--- src/rtl/rr_lock_arbiter.sv ---
// rr_lock_arbiter
//   Round-robin arbiter with grant locking and a forced-release hold limit.
//   A requester that keeps req and lock high may hold its grant for up to
//   MAX_HOLD consecutive cycles. After that the grant is taken away and
//   timeout pulses for one cycle. When a grant ends, the ended grantee drops
//   to lowest priority for the next arbitration.
//
// Ports
//   clk        single clock; all state changes on the rising edge
//   rst        asynchronous, active-high reset
//   req        per-requester request
//   lock       per-requester grant hold; only the current grantee's bit matters
//   gnt        registered one-hot grant; all-zero when idle
//   gnt_idx    registered binary index of gnt; 0 when idle
//   gnt_valid  registered; high whenever gnt is non-zero
//   timeout    registered one-cycle pulse marking a forced release
module rr_lock_arbiter #(
  parameter int N_REQ    = 8,
  parameter int MAX_HOLD = 16
) (
  input  logic                     clk,
  input  logic                     rst,
  input  logic [N_REQ-1:0]         req,
  input  logic [N_REQ-1:0]         lock,
  output logic [N_REQ-1:0]         gnt,
  output logic [$clog2(N_REQ)-1:0] gnt_idx,
  output logic                     gnt_valid,
  output logic                     timeout
);

  localparam int IW = $clog2(N_REQ);
  localparam int HW = $clog2(MAX_HOLD);

  typedef enum logic {IDLE, GRANTED} state_t;

  state_t           state_q;
  logic [IW-1:0]    ptr_q;
  logic [HW-1:0]    hcnt_q;
  logic [N_REQ-1:0] gnt_q;
  logic [IW-1:0]    gnt_idx_q;
  logic             gnt_valid_q;
  logic             timeout_q;

  logic             win_found;
  logic [IW-1:0]    win_idx;
  logic [IW-1:0]    ptr_d;
  logic [IW:0]      scan_sum;
  logic             hold_max;
  logic             keep_gnt;
  logic             forced_rel;

  function automatic logic [N_REQ-1:0] onehot(input logic [IW-1:0] idx);
    onehot      = '0;
    onehot[idx] = 1'b1;
  endfunction

  // Wrap-around scan starting at ptr_q. Walking from the far end back toward
  // offset 0 lets the nearest set request overwrite the others.
  always_comb begin
    win_found = 1'b0;
    win_idx   = '0;
    scan_sum  = '0;
    for (int i = N_REQ - 1; i >= 0; i--) begin
      scan_sum = {1'b0, ptr_q} + (IW + 1)'(i);
      if (scan_sum >= (IW + 1)'(N_REQ)) begin
        scan_sum = scan_sum - (IW + 1)'(N_REQ);
      end
      if (req[scan_sum[IW-1:0]]) begin
        win_found = 1'b1;
        win_idx   = scan_sum[IW-1:0];
      end
    end
  end

  // The next pointer sits one past the winner, so a new grantee drops to
  // lowest priority for the following arbitration.
  assign ptr_d = (win_idx == IW'(N_REQ - 1)) ? '0 : win_idx + 1'b1;

  assign hold_max   = (hcnt_q == HW'(MAX_HOLD - 1));
  assign keep_gnt   = req[gnt_idx_q] && lock[gnt_idx_q];
  assign forced_rel = keep_gnt && hold_max;

  always_ff @(posedge clk or posedge rst) begin
    if (rst) begin
      state_q     <= IDLE;
      ptr_q       <= '0;
      hcnt_q      <= '0;
      gnt_q       <= '0;
      gnt_idx_q   <= '0;
      gnt_valid_q <= 1'b0;
      timeout_q   <= 1'b0;
    end else begin
      timeout_q <= 1'b0;
      case (state_q)
        IDLE: begin
          if (win_found) begin
            state_q     <= GRANTED;
            gnt_q       <= onehot(win_idx);
            gnt_idx_q   <= win_idx;
            gnt_valid_q <= 1'b1;
            hcnt_q      <= '0;
            ptr_q       <= ptr_d;
          end
        end
        GRANTED: begin
          if (keep_gnt && !hold_max) begin
            hcnt_q <= hcnt_q + 1'b1;
          end else begin
            // Grant ends this edge; hand over immediately with no idle bubble.
            timeout_q <= forced_rel;
            if (win_found) begin
              gnt_q       <= onehot(win_idx);
              gnt_idx_q   <= win_idx;
              gnt_valid_q <= 1'b1;
              hcnt_q      <= '0;
              ptr_q       <= ptr_d;
            end else begin
              state_q     <= IDLE;
              gnt_q       <= '0;
              gnt_idx_q   <= '0;
              gnt_valid_q <= 1'b0;
              hcnt_q      <= '0;
            end
          end
        end
        default: state_q <= IDLE;
      endcase
    end
  end

  assign gnt       = gnt_q;
  assign gnt_idx   = gnt_idx_q;
  assign gnt_valid = gnt_valid_q;
  assign timeout   = timeout_q;

endmodule

--- config.mk ---
export PLATFORM = sky130hd
export DESIGN_NAME = rr_lock_arbiter
export DESIGN_NICKNAME = d
export VERILOG_FILES = /design/src/rtl/rr_lock_arbiter.sv
export SDC_FILE = /design/constraint.sdc
export NUM_CORES = 1
export LEC_CHECK = 0
export CAP_MARGIN = 20
export CORE_UTILIZATION = 40
export CTS_BUF_LIST = sky130_fd_sc_hd__clkbuf_8
export DETAILED_ROUTE_END_ITERATION = 10
export HOLD_SLACK_MARGIN = 0.02
export SLEW_MARGIN = 30
export SYNTH_ARGS = -nofsm -noshare
export SYNTH_HDL_FRONTEND = slang
export SYNTH_SLANG_ARGS = --single-unit
--- constraint.sdc ---
create_clock -name clk -period 3.18 [get_ports clk]
set_input_delay 0.636 -clock clk [delete_from_list [all_inputs] [get_ports clk]]
set_output_delay 0.636 -clock clk [all_outputs]
set_load 0.05 [all_outputs]
==> results of run 1 <==
## kinds of logic after synthesis
group / synth area share [%]
XOR/XNOR: 2.80
buffers and inverters: 4.37
AO/OA/AOI/OAI: 22.9
flip-flops: 27.4
AND/OR/NAND/NOR: 14.3
multiplexers: 26.3
adder cells (fa/ha/maj): 1.96
## worst paths after layout
| kind | to | slack (ns) |
|---|---|---|
| max in group asynchronous | ptr_q[2] | 1.88 |
| setup reg to reg | gnt[0] | 0.18 |
| hold reg to reg | gnt_valid | 0.49 |
| setup / recovery | ptr_q[2] | 0.13 |
| hold / removal | gnt_valid | 0.49 |
| min in group asynchronous | timeout | 0.82 |
## sequential cells by signal (all words and copies together), names as in the netlist
name,count
state_q,1
gnt_idx,3
timeout,1
hcnt_q,4
gnt_valid,1
ptr_q,3
gnt,8
## worst max-delay path, cell delays in order
cell,delay [ns]
clkdlybuf4s50_1,0.51
mux4_1,0.55
mux2_4,0.30
buf_4,0.14
nor2_1,0.15
a311oi_2,0.12
buf_4,0.16
or4_4,0.50
o221ai_2,0.17
## layer usage
layer / GRT usage [%] / wire [um]
met1: 31.1 / 2270
met2: 37.6 / 2600
met3: 3.66 / 318
met4: 2.00 / 24
met5: 0 / 0
## cells in the mapped netlist, drive strengths merged, types with 4 or more instances
master  instances
a21o            5
mux2i          10
inv             7
mux4           15
o21ai          17
nor2           13
a32o            6
buf             5
dfrtp          21
nand2          24
a21oi           4
mux2            4
nand3          11
clkbuf          4
a221oi          4
## repair_timing
item	4_1_cts	5_1_grt
gates resized for setup	0	7
setup buffers	0	3
endpoints found under the setup margin	0	6
## final cells by class
type,count,area [um2]
Timing Repair Buffer,72,621
Fill cell,383,1850
Clock buffer,3,41.3
Inverter,7,26.3
Clock inverter,1,5.00
Tap cell,52,65.1
Multi-Input combinational cell,153,1350
Sequential cell,21,526
## metrics by stage
stage               hold WS (ns)  setup slack (ns)
global placement           0.463           -0.0911
global route               0.518         -0.000334
CTS                        0.495             0.127
detailed placement         0.478            -0.142
floorplan                  0.473            0.0152
finish                     0.495             0.126
==> impl_metrics.ini, run 1 <==
[clocking]
cts-root-buf = clkbuf_8
htree_levels = 1
cts_buffers = 3
cts.path.max_buffers = 2
path_clk_slew_ns = 0.08
cts_tree = yes
clkLatencyLatePin_ns = 0.26
cts.sink_count = 21
cts_hold_buffers = 0

[worst_setup_path]
critical_path.endpoint_type = flop
cp.required_ns = 3.36
crit_fanout = 7
crit_type = in2reg
arrival_ns = 3.23
r2r-start = ptr_q[0]
worstSetupStartpoint = req[7]
rr_worst_depth = 11
critPathLaunchType = primary input

[flow_run]
cap_violations = 0

[sta]
maxSlewViolCount = 0
hold_viol_final = 0
skew_ns = 0.00468
fin_crit_sh_pct = 96.0
min_period_ns = 3.05
tns_ns = 0
slew_headroom_pct = 48.5
clock.fmax_mhz = 327
max_slew.worst_pin.slew_ns = 0.772
setup_viol = 0

[finish]
final_area_um2 = 2630
mostFrequentLayoutCells = buf_4 (42), clkdlybuf4s50_1 (28), nand2_1 (24), dfrtp_1 (21)
drive_above_1_share_pct = 27.6
syn_to_final_growth_pct = 37.0
final_common_cell = buf_4
final_net_count = 279
fin_cells = 309
diodes = 0
fin_util_pct = 58.8

[status]
status = finished clean

[worst_hold_path]
worstHoldStart = gnt_valid
min_path_type = reg2reg
hold_depth = 2

[route]
wire_per_inst_um = 16.9
viasPerCell = 6.07
drc = 0
num_vias = 1877
first_pass_iters = 5
drt-total-wl_um = 5210
first_iter_violations = 185
antenna_left = 0

[die]
rows = 24
die_w_um = 71.3
initial_core_util_pct = 42.9
die_area_um2 = 5080
die_y_um = 71.3
coreArea_um2 = 4470
ios = 31

[yosys]
yosysTopAreaCell = dfrtp_1
async_reset_ff_share_pct = 100
syn_area_per_cell_um2 = 10.1
synth_area_leaders = dfrtp_1 (27%), mux4_2 (12%), mux4_1 (6.8%)
syn_nets = 211
yosysSeqAreaShare_pct = 27.4
synth_edf_count = 0
syn_area_um2 = 1920
yosysWarnings = 0
postSynthCellCount = 190
synthFlopType = dfrtp_1
yosysUniqueCellTypes = 47
synth-seq-cells = 21
synth_top_area_share_pct = 27.4

[placed_design]
dp_hpwl_um = 4040
gp_congestion = 0.867
place_area_um2 = 2540
place_inst = 302
port_buffers = 30

[global_route]
grt_overflow = 0
track_usage_pct = 22.1
first_global_vias = 1834
antenna_found_initial = 0
grt_pass1_wl_um = 8940
grt_start_max_net_pins = 22
Power of run 1 is not shown: default switching activity piles up to over one toggle a cycle in this logic, so the estimate is an artifact.
==> run 2, diff against run 1 <==
==> constraint.sdc (replaced) <==
create_clock -name clk -period 2.8 [get_ports clk]
set_input_delay 0.56 -clock clk [delete_from_list [all_inputs] [get_ports clk]]
set_output_delay 0.56 -clock clk [all_outputs]
set_load 0.05 [all_outputs]
==> impl_metrics.ini, run 2 (synthesis results as in run 1) <==
[status]
status = finished with violations
violations = setup timing

[sta]
setup_viol = 1
hold_viol_final = 0
rsz0062_at_grt = true
slew_headroom_pct = 47.4
setup_slack_ns = -0.000554
maxSlewViolCount = 0
clock.fmax_mhz = 357
fin_crit_sh_pct = 100
skew_ns = 0.00372
min_period_ns = 2.80
whs_ns = 0.487
max_slew.worst_pin.slew_ns = 0.788

[global_route]
antenna_found_initial = 0
first_global_vias = 1993
grt_pass1_wl_um = 9590
track_usage_pct = 24.0
grt_overflow = 0
grt_start_max_net_pins = 22

[die]
die_y_um = 71.3
die_area_um2 = 5080
die_w_um = 71.3
rows = 24
ios = 31
coreArea_um2 = 4470
initial_core_util_pct = 42.9

[worst_setup_path]
arrival_ns = 2.96
cp.required_ns = 2.96
cp_cell_sequence = inv_8 > ha_4 > buf_6 > mux2i_1 > mux2i_1 > o221ai_2 > buf_4 > o211ai_1 > a311oi_2 > nor3_2 > o31ai_1
cp_num_buf_inv = 3
critPathLaunchType = flop
cp_common_cell = mux2i_1
critical_path.endpoint_type = flop
critical-path-max-stage-delay_ns = 0.43
crit_type = reg2reg
crit_fanout = 7
crit_family = compound AO/OA/AOI/OAI gates
critPathSlowestCell = dfrtp_2

[clocking]
cts-root-buf = clkbuf_8
cts_buffers = 3
clkLatencyLatePin_ns = 0.26
cts.sink_count = 21
htree_levels = 1
cts.path.max_buffers = 2
cts_hold_buffers = 0
path_clk_slew_ns = 0.07
cts_tree = yes

[route]
wire_per_inst_um = 17.9
first_iter_violations = 90
drt-total-wl_um = 5960
antenna_left = 0
num_vias = 2018
drc = 0
first_pass_iters = 4
viasPerCell = 6.06

[placed_design]
gp_congestion = 0.908
post-place-ws_ns = -0.480
place_area_um2 = 2690
port_buffers = 30
dp_hpwl_um = 4440

[worst_hold_path]
min_path_type = reg2reg

[finish]
mostFrequentLayoutCells = buf_4 (56), clkdlybuf4s50_1 (22), nand2_1 (21), dfrtp_1 (20), mux4_2 (13)
drive_above_1_share_pct = 43.1
diodes = 0
final_net_count = 303
syn_to_final_growth_pct = 54.2
largest_reg_flops = 8
final_area_um2 = 2960
final_common_cell = buf_4

[flow_run]
cap_violations = 0
-- run 2: changes by cell type in the layout (fill, tap and decap cells not counted), sizes merged --
cell / change
clkinv: -1
buf: +23
clkdlybuf4s50: -6
clkbuf: +1
dlymetal6s2s: -2
dlygate4sd2: +8
inv: +1
-- run 2: stage by stage --
step	TNS [ns]	utilization, %	cells
after floorplan	-0.426	-	190
after global placement	-6.59	60.2	318
after detailed placement	-6.82	60.2	318
after CTS	0	62.9	328
after global routing	-0.545	66.1	333
final	-0.000554	66.1	333
-- run 2: final timing paths --
| path | from | end | slack (ns) | depth (start not counted) |
|---|---|---|---|---|
| worst max-delay path | ptr_q[1] | ptr_q[1] | -0.0006 | 11 |
| worst min-delay path | gnt[7] | gnt[7] | 0.49 | 2 |
| worst max register to register | ptr_q[1] | ptr_q[1] | -0.0006 | 11 |
| worst min register to register | gnt[7] | gnt[7] | 0.49 | 2 |
| max in group asynchronous | rst | ptr_q[1] | 1.52 | 2 |
| min in group asynchronous | rst | gnt[3] | 0.75 | 2 |
-- run 2: cell type report --
| type | count | area [um2] |
|---|---|---|
| well taps | 52 | 65.1 |
| clock buffers | 3 | 41.3 |
| fillers | 357 | 1520 |
| clock inverters | 1 | 3.75 |
| repair buffers | 96 | 828 |
| flip-flops and latches | 21 | 527 |
| multi-input cells | 153 | 1460 |
| inverters | 7 | 33.8 |
-- run 2: worst min-delay path: cells and delay by family, from the launching register on --
kind | cells | cell delay (ns)
DFF | 1 | 0.35
and+or+nand+nor | 1 | 0.06
AOI/OAI and AO/OA | 1 | 0.05
-- run 2: layer usage --
metal | track usage (%) | routed length (um)
met2 | 39.9 | 2960
met5 | 0 | 0
met4 | 3.33 | 55
met3 | 3.52 | 317
met1 | 34.3 | 2620
-- run 2: timing repair --
item                       4_1_cts  5_1_grt
cloned                           0        1
setup endpoints to repair       17       15
resized for setup               24       31
setup buffers                    6        4
pin swaps                       11       15
Power of run 2 is left out for the same reason.
==> run 3, diff against run 2 <==
--- a/config.mk
+++ b/config.mk
@@ -8,8 +8,10 @@
 export CAP_MARGIN = 20
 export CORE_UTILIZATION = 40
 export CTS_BUF_LIST = sky130_fd_sc_hd__clkbuf_8
+export CTS_CLUSTER_SIZE = 16
 export DETAILED_ROUTE_END_ITERATION = 10
 export HOLD_SLACK_MARGIN = 0.02
+export PLACE_DENSITY = 0.62
 export SLEW_MARGIN = 30
 export SYNTH_ARGS = -nofsm -noshare
 export SYNTH_HDL_FRONTEND = slang
==> impl_metrics.ini, run 3 (synthesis results as in run 1) <==
[status]
status = finished with violations
violations = setup timing

[global_route]
grt_pass1_wl_um = 9320
grt_overflow = 0
track_usage_pct = 23.4
first_global_vias = 1949
antenna_found_initial = 0
grt_start_max_net_pins = 22

[clocking]
htree_levels = 1
cts_buffers = 3
cts_tree = yes
cts-root-buf = clkbuf_8
path_clk_slew_ns = 0.08
cts_hold_buffers = 0
cts.sink_count = 21
cts.path.max_buffers = 2
clkLatencyLatePin_ns = 0.26

[finish]
fin_cells = 328
final_net_count = 298
mostFrequentLayoutCells = buf_4 (54), clkdlybuf4s50_1 (22), nand2_1 (21), dfrtp_1 (19)
diodes = 0
fin_util_pct = 64.3
syn_to_final_growth_pct = 49.8
drive_above_1_share_pct = 40.2
final_common_cell = buf_4
largest_reg_flops = 8

[route]
first_iter_violations = 76
viasPerCell = 6.06
wire_per_inst_um = 17.7
antenna_left = 0
first_pass_iters = 4
drc = 0
drt-total-wl_um = 5810
num_vias = 1987

[flow_run]
cap_violations = 0

[worst_setup_path]
crit_fanout = 6
critPathLaunchType = primary input
crit_type = in2reg
cp.required_ns = 2.99
r2r-start = ptr_q[1]
arrival_ns = 3.05
critical_path.endpoint_type = flop
worstSetupStartpoint = req[4]

[die]
die_y_um = 71.3
rows = 24
initial_core_util_pct = 42.9
coreArea_um2 = 4470
ios = 31
die_w_um = 71.3
die_area_um2 = 5080

[worst_hold_path]
min_path_type = reg2reg
worstHoldStart = gnt_valid

[placed_design]
place_inst = 319
dp_hpwl_um = 4430
port_buffers = 30
gp_congestion = 0.884

[sta]
maxSlewViolCount = 0
setup_slack_ns = -0.0607
setup_viol = 3
skew_ns = 0.00750
clock.fmax_mhz = 350
min_period_ns = 2.86
max_slew.worst_pin.slew_ns = 0.787
fin_crit_sh_pct = 102
rsz0062_at_grt = true
hold_viol_final = 0
slew_headroom_pct = 47.5
[run 3: final timing paths]
kind / end / slack, ns / depth (start not counted)
hold / removal: gnt_valid / 0.49 / 2
max in group asynchronous: ptr_q[1] / 1.51 / 2
min in group asynchronous: timeout / 0.75 / 2
setup reg to reg: gnt[3] / -0.02 / 7
setup / recovery: gnt[3] / -0.06 / 8
hold reg to reg: gnt_valid / 0.49 / 2
[run 3: through the flow]
stage	hold WS (ns)	setup TNS, ns	area, um2	setup WS, ns
final	0.485	-0.117	2880	-0.0607
after global routing	0.515	-0.385	2880	-0.111
after CTS	0.491	0	2790	0.0225
after detailed placement	0.474	-7.11	2700	-0.514
after global placement	0.466	-6.42	2700	-0.479
after floorplan	0.473	-0.426	1990	-0.124
[run 3: worst max-delay path, stage by stage]
cell and delay, ns:
dlygate4sd2_1 0.33, buf_4 0.18, mux4_2 0.46, mux2_4 0.32, a2111oi_4 0.42, a211oi_4 0.13, or4_4 0.47, o21ai_2 0.17
[run 3: cell type report]
type / instances / area (um2)
Fill cell: 357 / 1600
Timing Repair Buffer: 91 / 774
Clock inverter: 1 / 3.75
Inverter: 7 / 33.8
Multi-Input combinational cell: 153 / 1430
Sequential cell: 21 / 528
Clock buffer: 3 / 41.3
Tap cell: 52 / 65.1
[run 3: per-layer routing]
metal | vias up | track usage, % | part of all wire [%]
met1 | 990 | 30.0 | 43
met4 | 0 | 4.89 | 0.71
li1 | 926 | - | -
met3 | 7 | 4.22 | 4.3
met2 | 64 | 41.4 | 52
met5 | - | 0 | 0
[run 3: timing repair]
action                     in CTS  in global routing
cloned                          0                  1
setup endpoints to repair      14                 18
hold endpoints to repair        0                  0
resized for setup              21                 23
pin swaps                       8                  8
setup buffers                   3                  1
Power of run 3 is left out for the same reason.
